`src/rtl/if_stage_pkg.sv`:
```
// ----------------------------------------------------------------------------
// if_stage_pkg
// Shared definitions for the bittyCore fetch stage: bus widths, the zero word,
// ROM enable levels, the bubble instruction, the fetch FSM state encoding and
// a word-alignment helper.
// ----------------------------------------------------------------------------
package if_stage_pkg;

  localparam int unsigned InstAddrBus = 32;
  localparam int unsigned InstBus     = 32;

  localparam logic [InstAddrBus-1:0] ZeroWord = '0;

  localparam logic ReadEnable  = 1'b1;
  localparam logic ReadDisable = 1'b0;

  // addi x0, x0, 0
  localparam logic [InstBus-1:0] NopInst = 32'h0000_0013;

  typedef enum logic {
    S_HOLD = 1'b0,
    S_RUN  = 1'b1
  } if_state_e;

  // Force a byte address onto a 4-byte instruction boundary.
  function automatic logic [InstAddrBus-1:0] align_word(input logic [InstAddrBus-1:0] addr);
    return {addr[InstAddrBus-1:2], 2'b00};
  endfunction

endpackage

```
`src/rtl/if_stage_if_id_reg.sv`:
```
// ----------------------------------------------------------------------------
// if_id_reg
// IF/ID pipeline register. Holds the fetched instruction and its PC for the
// decode stage.
//
// Ports:
//   clk, rst           clock, asynchronous active-high reset
//   hold_i             keep current contents
//   bubble_i           load the bubble word (wins over hold_i)
//   pc_i, inst_i       PC and instruction to capture
//   id_pc_o            PC of the held instruction
//   id_inst_o          held instruction
//   id_valid_o         1 = real instruction, 0 = bubble
//
// A bubble leaves id_pc_o untouched; only the word and the valid bit change.
// ----------------------------------------------------------------------------
module if_id_reg
  import if_stage_pkg::*;
#(
  parameter logic [InstBus-1:0] NOP_INST = NopInst
) (
  input  logic                   clk,
  input  logic                   rst,
  input  logic                   hold_i,
  input  logic                   bubble_i,
  input  logic [InstAddrBus-1:0] pc_i,
  input  logic [InstBus-1:0]     inst_i,
  output logic [InstAddrBus-1:0] id_pc_o,
  output logic [InstBus-1:0]     id_inst_o,
  output logic                   id_valid_o
);

  logic [InstAddrBus-1:0] pc_q, pc_d;
  logic [InstBus-1:0]     inst_q, inst_d;
  logic                   valid_q, valid_d;

  always_comb begin
    pc_d    = pc_q;
    inst_d  = inst_q;
    valid_d = valid_q;
    if (bubble_i) begin
      inst_d  = NOP_INST;
      valid_d = 1'b0;
    end else if (!hold_i) begin
      pc_d    = pc_i;
      inst_d  = inst_i;
      valid_d = 1'b1;
    end
  end

  always_ff @(posedge clk or posedge rst) begin
    if (rst) begin
      pc_q    <= ZeroWord;
      inst_q  <= NOP_INST;
      valid_q <= 1'b0;
    end else begin
      pc_q    <= pc_d;
      inst_q  <= inst_d;
      valid_q <= valid_d;
    end
  end

  assign id_pc_o    = pc_q;
  assign id_inst_o  = inst_q;
  assign id_valid_o = valid_q;

endmodule

```
`src/rtl/if_stage.sv`:
```
// ----------------------------------------------------------------------------
// if_stage
// Instruction-fetch stage of bittyCore. Owns the PC, drives the combinational
// instruction ROM, and feeds decode through the IF/ID register. Applies
// stalls from hazard control and redirects from execute.
//
// Parameters:
//   RESET_PC   first fetch address after reset
//   TRAP_PC    redirect target for a misaligned jump (macro build only)
//   NOP_INST   bubble word
//
// Ports:
//   clk, rst                 clock, asynchronous active-high reset
//   stall_i                  hold PC and IF/ID
//   jump_flag_i, jump_addr_i redirect request and target
//   rom_ce_o                 ROM chip enable (registered)
//   rom_addr_o               ROM byte address (= PC register)
//   rom_inst_i               ROM data for rom_addr_o, same cycle
//   id_pc_o, id_inst_o       IF/ID contents
//   id_valid_o               IF/ID holds a real instruction
//   if_misalign_o            one-cycle pulse after a misaligned redirect
//
// Build option: IF_MISALIGN_CHECK_EN
//   defined     misaligned targets redirect to TRAP_PC and pulse if_misalign_o
//   undefined   low two target bits are cleared, if_misalign_o stays 0
//
// State   | meaning
// --------+-----------------------------------------------------------
// S_HOLD  | ROM disabled; first edge after reset release enables it
// S_RUN   | fetching one word per cycle unless stalled or redirected
// ----------------------------------------------------------------------------
module if_stage
  import if_stage_pkg::*;
#(
  parameter logic [InstAddrBus-1:0] RESET_PC = 32'h0000_0000,
  parameter logic [InstAddrBus-1:0] TRAP_PC  = 32'h0000_0004,
  parameter logic [InstBus-1:0]     NOP_INST = NopInst
) (
  input  logic                   clk,
  input  logic                   rst,
  input  logic                   stall_i,
  input  logic                   jump_flag_i,
  input  logic [InstAddrBus-1:0] jump_addr_i,
  output logic                   rom_ce_o,
  output logic [InstAddrBus-1:0] rom_addr_o,
  input  logic [InstBus-1:0]     rom_inst_i,
  output logic [InstAddrBus-1:0] id_pc_o,
  output logic [InstBus-1:0]     id_inst_o,
  output logic                   id_valid_o,
  output logic                   if_misalign_o
);

  if_state_e              state_q, state_d;
  logic [InstAddrBus-1:0] pc_q, pc_d;
  logic                   rom_ce_q, rom_ce_d;
  logic                   misalign_q, misalign_d;

  logic [InstAddrBus-1:0] redirect_pc;
  logic                   redirect_mis;
  logic                   ifid_hold;
  logic                   ifid_bubble;

`ifdef IF_MISALIGN_CHECK_EN
  assign redirect_mis = |jump_addr_i[1:0];
  assign redirect_pc  = redirect_mis ? TRAP_PC : align_word(jump_addr_i);
`else
  logic unused_trap_pc;
  assign unused_trap_pc = ^TRAP_PC;
  assign redirect_mis   = 1'b0;
  assign redirect_pc    = align_word(jump_addr_i);
`endif

  always_comb begin
    state_d     = state_q;
    pc_d        = pc_q;
    rom_ce_d    = rom_ce_q;
    misalign_d  = 1'b0;
    ifid_hold   = 1'b1;
    ifid_bubble = 1'b0;
    case (state_q)
      S_HOLD: begin
        // IF/ID stays at reset contents: the ROM was disabled this cycle.
        state_d  = S_RUN;
        rom_ce_d = ReadEnable;
        if (jump_flag_i) begin
          pc_d       = redirect_pc;
          misalign_d = redirect_mis;
        end
      end
      S_RUN: begin
        if (jump_flag_i) begin
          // The word fetched this cycle is on the wrong path; drop it.
          pc_d        = redirect_pc;
          misalign_d  = redirect_mis;
          ifid_bubble = 1'b1;
        end else if (!stall_i) begin
          pc_d      = pc_q + 32'd4;
          ifid_hold = 1'b0;
        end
      end
      default: begin
        state_d  = S_HOLD;
        rom_ce_d = ReadDisable;
      end
    endcase
  end

  always_ff @(posedge clk or posedge rst) begin
    if (rst) begin
      state_q    <= S_HOLD;
      pc_q       <= RESET_PC;
      rom_ce_q   <= ReadDisable;
      misalign_q <= 1'b0;
    end else begin
      state_q    <= state_d;
      pc_q       <= pc_d;
      rom_ce_q   <= rom_ce_d;
      misalign_q <= misalign_d;
    end
  end

  assign rom_ce_o      = rom_ce_q;
  assign rom_addr_o    = pc_q;
  assign if_misalign_o = misalign_q;

  if_id_reg #(
    .NOP_INST(NOP_INST)
  ) u_if_id_reg (
    .clk       (clk),
    .rst       (rst),
    .hold_i    (ifid_hold),
    .bubble_i  (ifid_bubble),
    .pc_i      (pc_q),
    .inst_i    (rom_inst_i),
    .id_pc_o   (id_pc_o),
    .id_inst_o (id_inst_o),
    .id_valid_o(id_valid_o)
  );

endmodule

```
`config.mk`:
```
export PLATFORM = sky130hd
export DESIGN_NAME = if_stage
export DESIGN_NICKNAME = d
export VERILOG_FILES = /design/src/rtl/if_stage_pkg.sv /design/src/rtl/if_stage_if_id_reg.sv /design/src/rtl/if_stage.sv
export SDC_FILE = /design/constraint.sdc
export NUM_CORES = 1
export LEC_CHECK = 0
export ABC_AREA = 0
export CORE_MARGIN = 5
export CORE_UTILIZATION = 47
export DETAILED_ROUTE_END_ITERATION = 8
export PLACE_DENSITY = 0.86
export SLEW_MARGIN = 15
export SYNTH_ARGS = -nofsm -noshare
export SYNTH_HDL_FRONTEND = slang
export SYNTH_SLANG_ARGS = --single-unit
export TNS_END_PERCENT = 50
```
`constraint.sdc`:
```
create_clock -name clk -period 5.4 [get_ports clk]
set_clock_uncertainty 0.15 [all_clocks]
set_input_delay 1.08 -clock clk [delete_from_list [all_inputs] [get_ports clk]]
set_output_delay 1.08 -clock clk [all_outputs]
set_load 0.02 [all_outputs]
```
==> impl_metrics.tcl <==
set metrics [dict create \
    status "complete, no violations" \
    drive_above_1_share 0.06162 \
    io_buffers 159 \
    synthCells 415 \
    num_rows 34 \
    synth.most_common_cell "nand2_1" \
    synth_area_leaders "dfrtp_1 (55%), nand2_1 (11%), a22o_1 (6.1%), o21ai_0 (3.0%), xnor2_1 (2.7%)" \
    vias_per_cell 5.385 \
    clock_latency_ns 0.35 \
    postRouteWirelength_microns 11970 \
    cts_root_buf "clkbuf_8" \
    ys_seq_area_frac 0.5723 \
    htree_num_levels 3 \
    syn_to_final_growth_pct 44.24 \
    diodes 0 \
    placed_cells_incl_taps 660 \
    cap_violations 0 \
    cts_buffers 9 \
    drc 0 \
    endpoint_kind "flip-flop" \
    gr-total-overflow 0 \
    n_fill_cell 694 \
    power_density_nw_per_um2 301.5 \
    clkSinkCount 95 \
    r2r_start "rom_addr_o[2]" \
    ys_ff_latch 95 \
    fmax_ghz 0.3098 \
    core_area_sq_um 8678 \
    post-route-min-period_ns 3.228 \
    worstMarginPinSlew_ns 1.128 \
    startpoint_type "input port" \
    slew_viol_final 0 \
    hold_path_end "rom_ce_o" \
    avgSynthCellArea_sq_um 10.02 \
    peakVddDrop_mv 0.1667 \
    grt_max_degree 55 \
    gp_congestion 0.7796 \
    timing.hold.ws_ns 0.3318 \
    synth_cell_type_count 46 \
    ant_nets 0 \
    ys_async_sr_fraction 1.000 \
    synth_edf_count 0 \
    yosysTopAreaCell "dfrtp_1" \
    hold_viol_final 0 \
    route.detailed.wl_per_inst_microns 17.71 \
    crit_required_ns 5.53 \
    instances_no_fill 676 \
    grt_usage 0.2230 \
    synthTopCellsByCount "nand2_1 (121), dfrtp_1 (92), a22o_1 (29)" \
    synthFlopType "dfrtp_1" \
    hold_path_class "flip-flop to flip-flop" \
    drt_iter0_drc 155 \
    crit_arrival_ns 3.36 \
    clockBufferDepth 2 \
    fp.dieH_microns 104.1 \
    grt_pass1_vias 3873 \
    min_period_over_period 0.5978 \
    pin_count 167 \
    r2r_cells 6 \
    setup-tns-final_ns 0 \
    timing.rr.end "rom_addr_o[30]" \
    firstDrtPassIters 5 \
    relSlewSlack 0.2482 \
    min_from "rom_ce_o" \
    dp_hpwl_microns 8732 \
    crit_type "input port to flip-flop" \
    grt_setup_unrepaired "false" \
    p_leak_nw 2.620 \
    antenna_found_initial 0 \
    crit_fanout 54 \
    ys_warn_count 0 \
    via_count 3640 \
    grt_pass1_wl_microns 19840 \
    cts_resized 0 \
    r2r_setup_slack_ns 2.92 \
    die_width_microns 104.1 \
    num-nets-final 632 \
    post_cts_buffers 0 \
    cts_tree "yes" \
    hold_buffers 0 \
    finalSetupViolCount 0 \
    initial_utilization 0.4794 \
    clk_pin_slew_worst_paths_ns 0.08 \
    syn_area_sq_um 4160 \
    synth_top_area_frac 0.5534 \
    die_area_sq_um 10830 \
    hold_depth 1 \
]
-- critical path, cell delays in order --
cell and delay (ns):
buf_2 0.69, inv_1 0.47, nand2_1 0.56, buf_4 0.36
nand2_1 0.11, nand2_1 0.07
-- sequential cells by signal, summed over array words and instances, names as in the netlist --
signal / count
rom_ce_o: 1
state_q: 1
u_if_id_reg.id_inst_o: 32
rom_addr_o: 30
u_if_id_reg.id_valid_o: 1
u_if_id_reg.id_pc_o: 30
-- report_power, final --
| group | switching [W] | internal, W |
|---|---|---|
| registers | 0.0000739 | 0.000792 |
| clock network | 0.000240 | 0.000239 |
| logic | 0.000236 | 0.000228 |
-- layer usage --
layer | wire [microns] | global-route usage
met2 | 5818 | 0.3711
met1 | 4794 | 0.2720
met3 | 1272 | 0.09001
met4 | 85 | 0.05180
met5 | 0 | 0
-- cell usage in the layout (no fill, tap or decap), drive strengths merged, types with 2 or more instances in the layout --
| cell type | synthesis | final |
|---|---|---|
| dfrtp | 92 | 92 |
| xnor2 | 13 | 13 |
| and4 | 2 | 2 |
| nand3 | 11 | 11 |
| o21ai | 28 | 28 |
| o22ai | 3 | 3 |
| conb | 2 | 6 |
| clkinv | 0 | 3 |
| or4 | 2 | 2 |
| o22a | 3 | 3 |
| inv | 4 | 4 |
| dfstp | 3 | 3 |
| buf | 9 | 4 |
| and3 | 5 | 5 |
| nor3 | 9 | 9 |
| nor4 | 5 | 5 |
| nand2 | 122 | 122 |
| clkbuf | 20 | 11 |
| nand4 | 8 | 8 |
| nor2 | 17 | 17 |
| xor2 | 7 | 7 |
| a311oi | 2 | 2 |
| a211oi | 3 | 3 |
| a22o | 29 | 29 |
| o32ai | 2 | 2 |
| clkdlybuf4s50 | 0 | 158 |
-- cell type report --
type | count | area, sq um | share of cell area
clock inverter | 5 | 56.30 | 0.009383
timing repair buffer | 162 | 1609 | 0.2681
multi-input combinational | 291 | 1650 | 0.2750
clock buffer | 11 | 151.4 | 0.02523
inverter | 4 | 17.52 | 0.002919
sequential | 95 | 2381 | 0.3968
tap | 108 | 135.1 | 0.02252
-- stage by stage --
stage | util | power, W | instance area (sq um) | setup slack [ns]
after floorplan | - | 0.001088 | 4175 | 1.698
after global placement | 0.6675 | 0.001332 | 5793 | 1.838
after detailed placement | 0.6675 | 0.001348 | 5793 | 1.823
after CTS | 0.6915 | 0.001822 | 6001 | 2.179
after global routing | 0.6915 | 0.001900 | 6001 | 1.955
final | 0.6915 | 0.001809 | 6001 | 2.172
-- worst max-delay path by stage --
stage / start / end / slack [ns] / cells past startpoint
4_1_cts: stall_i / u_if_id_reg.id_pc_o[21] / 2.18 / 6
5_1_grt: jump_flag_i / u_if_id_reg.id_pc_o[14] / 1.95 / 6
2_1_floorplan: rst / rom_addr_o[10] / 1.70 / 1
3_5_place_dp: stall_i / u_if_id_reg.id_pc_o[21] / 1.82 / 6
6_report: jump_flag_i / u_if_id_reg.id_pc_o[21] / 2.17 / 6
3_3_place_gp: stall_i / u_if_id_reg.id_pc_o[29] / 1.84 / 6
-- cell families (layout without fill, tap and decap cells) --
kind of cell    count (synthesis)  after routing  share of synthesized area
simple gates                  188            188                     0.2129
flops                          95             95                     0.5723
compound gates                 74             74                     0.1260
buf+inv                        33            182                    0.03669
xor+xnor                       20             20                    0.04211
other cells                     2              6                   0.001805
mux                             2              2                   0.005113
fa+ha+maj                       1              1                   0.003007
Power figures use the tool's default switching activity.
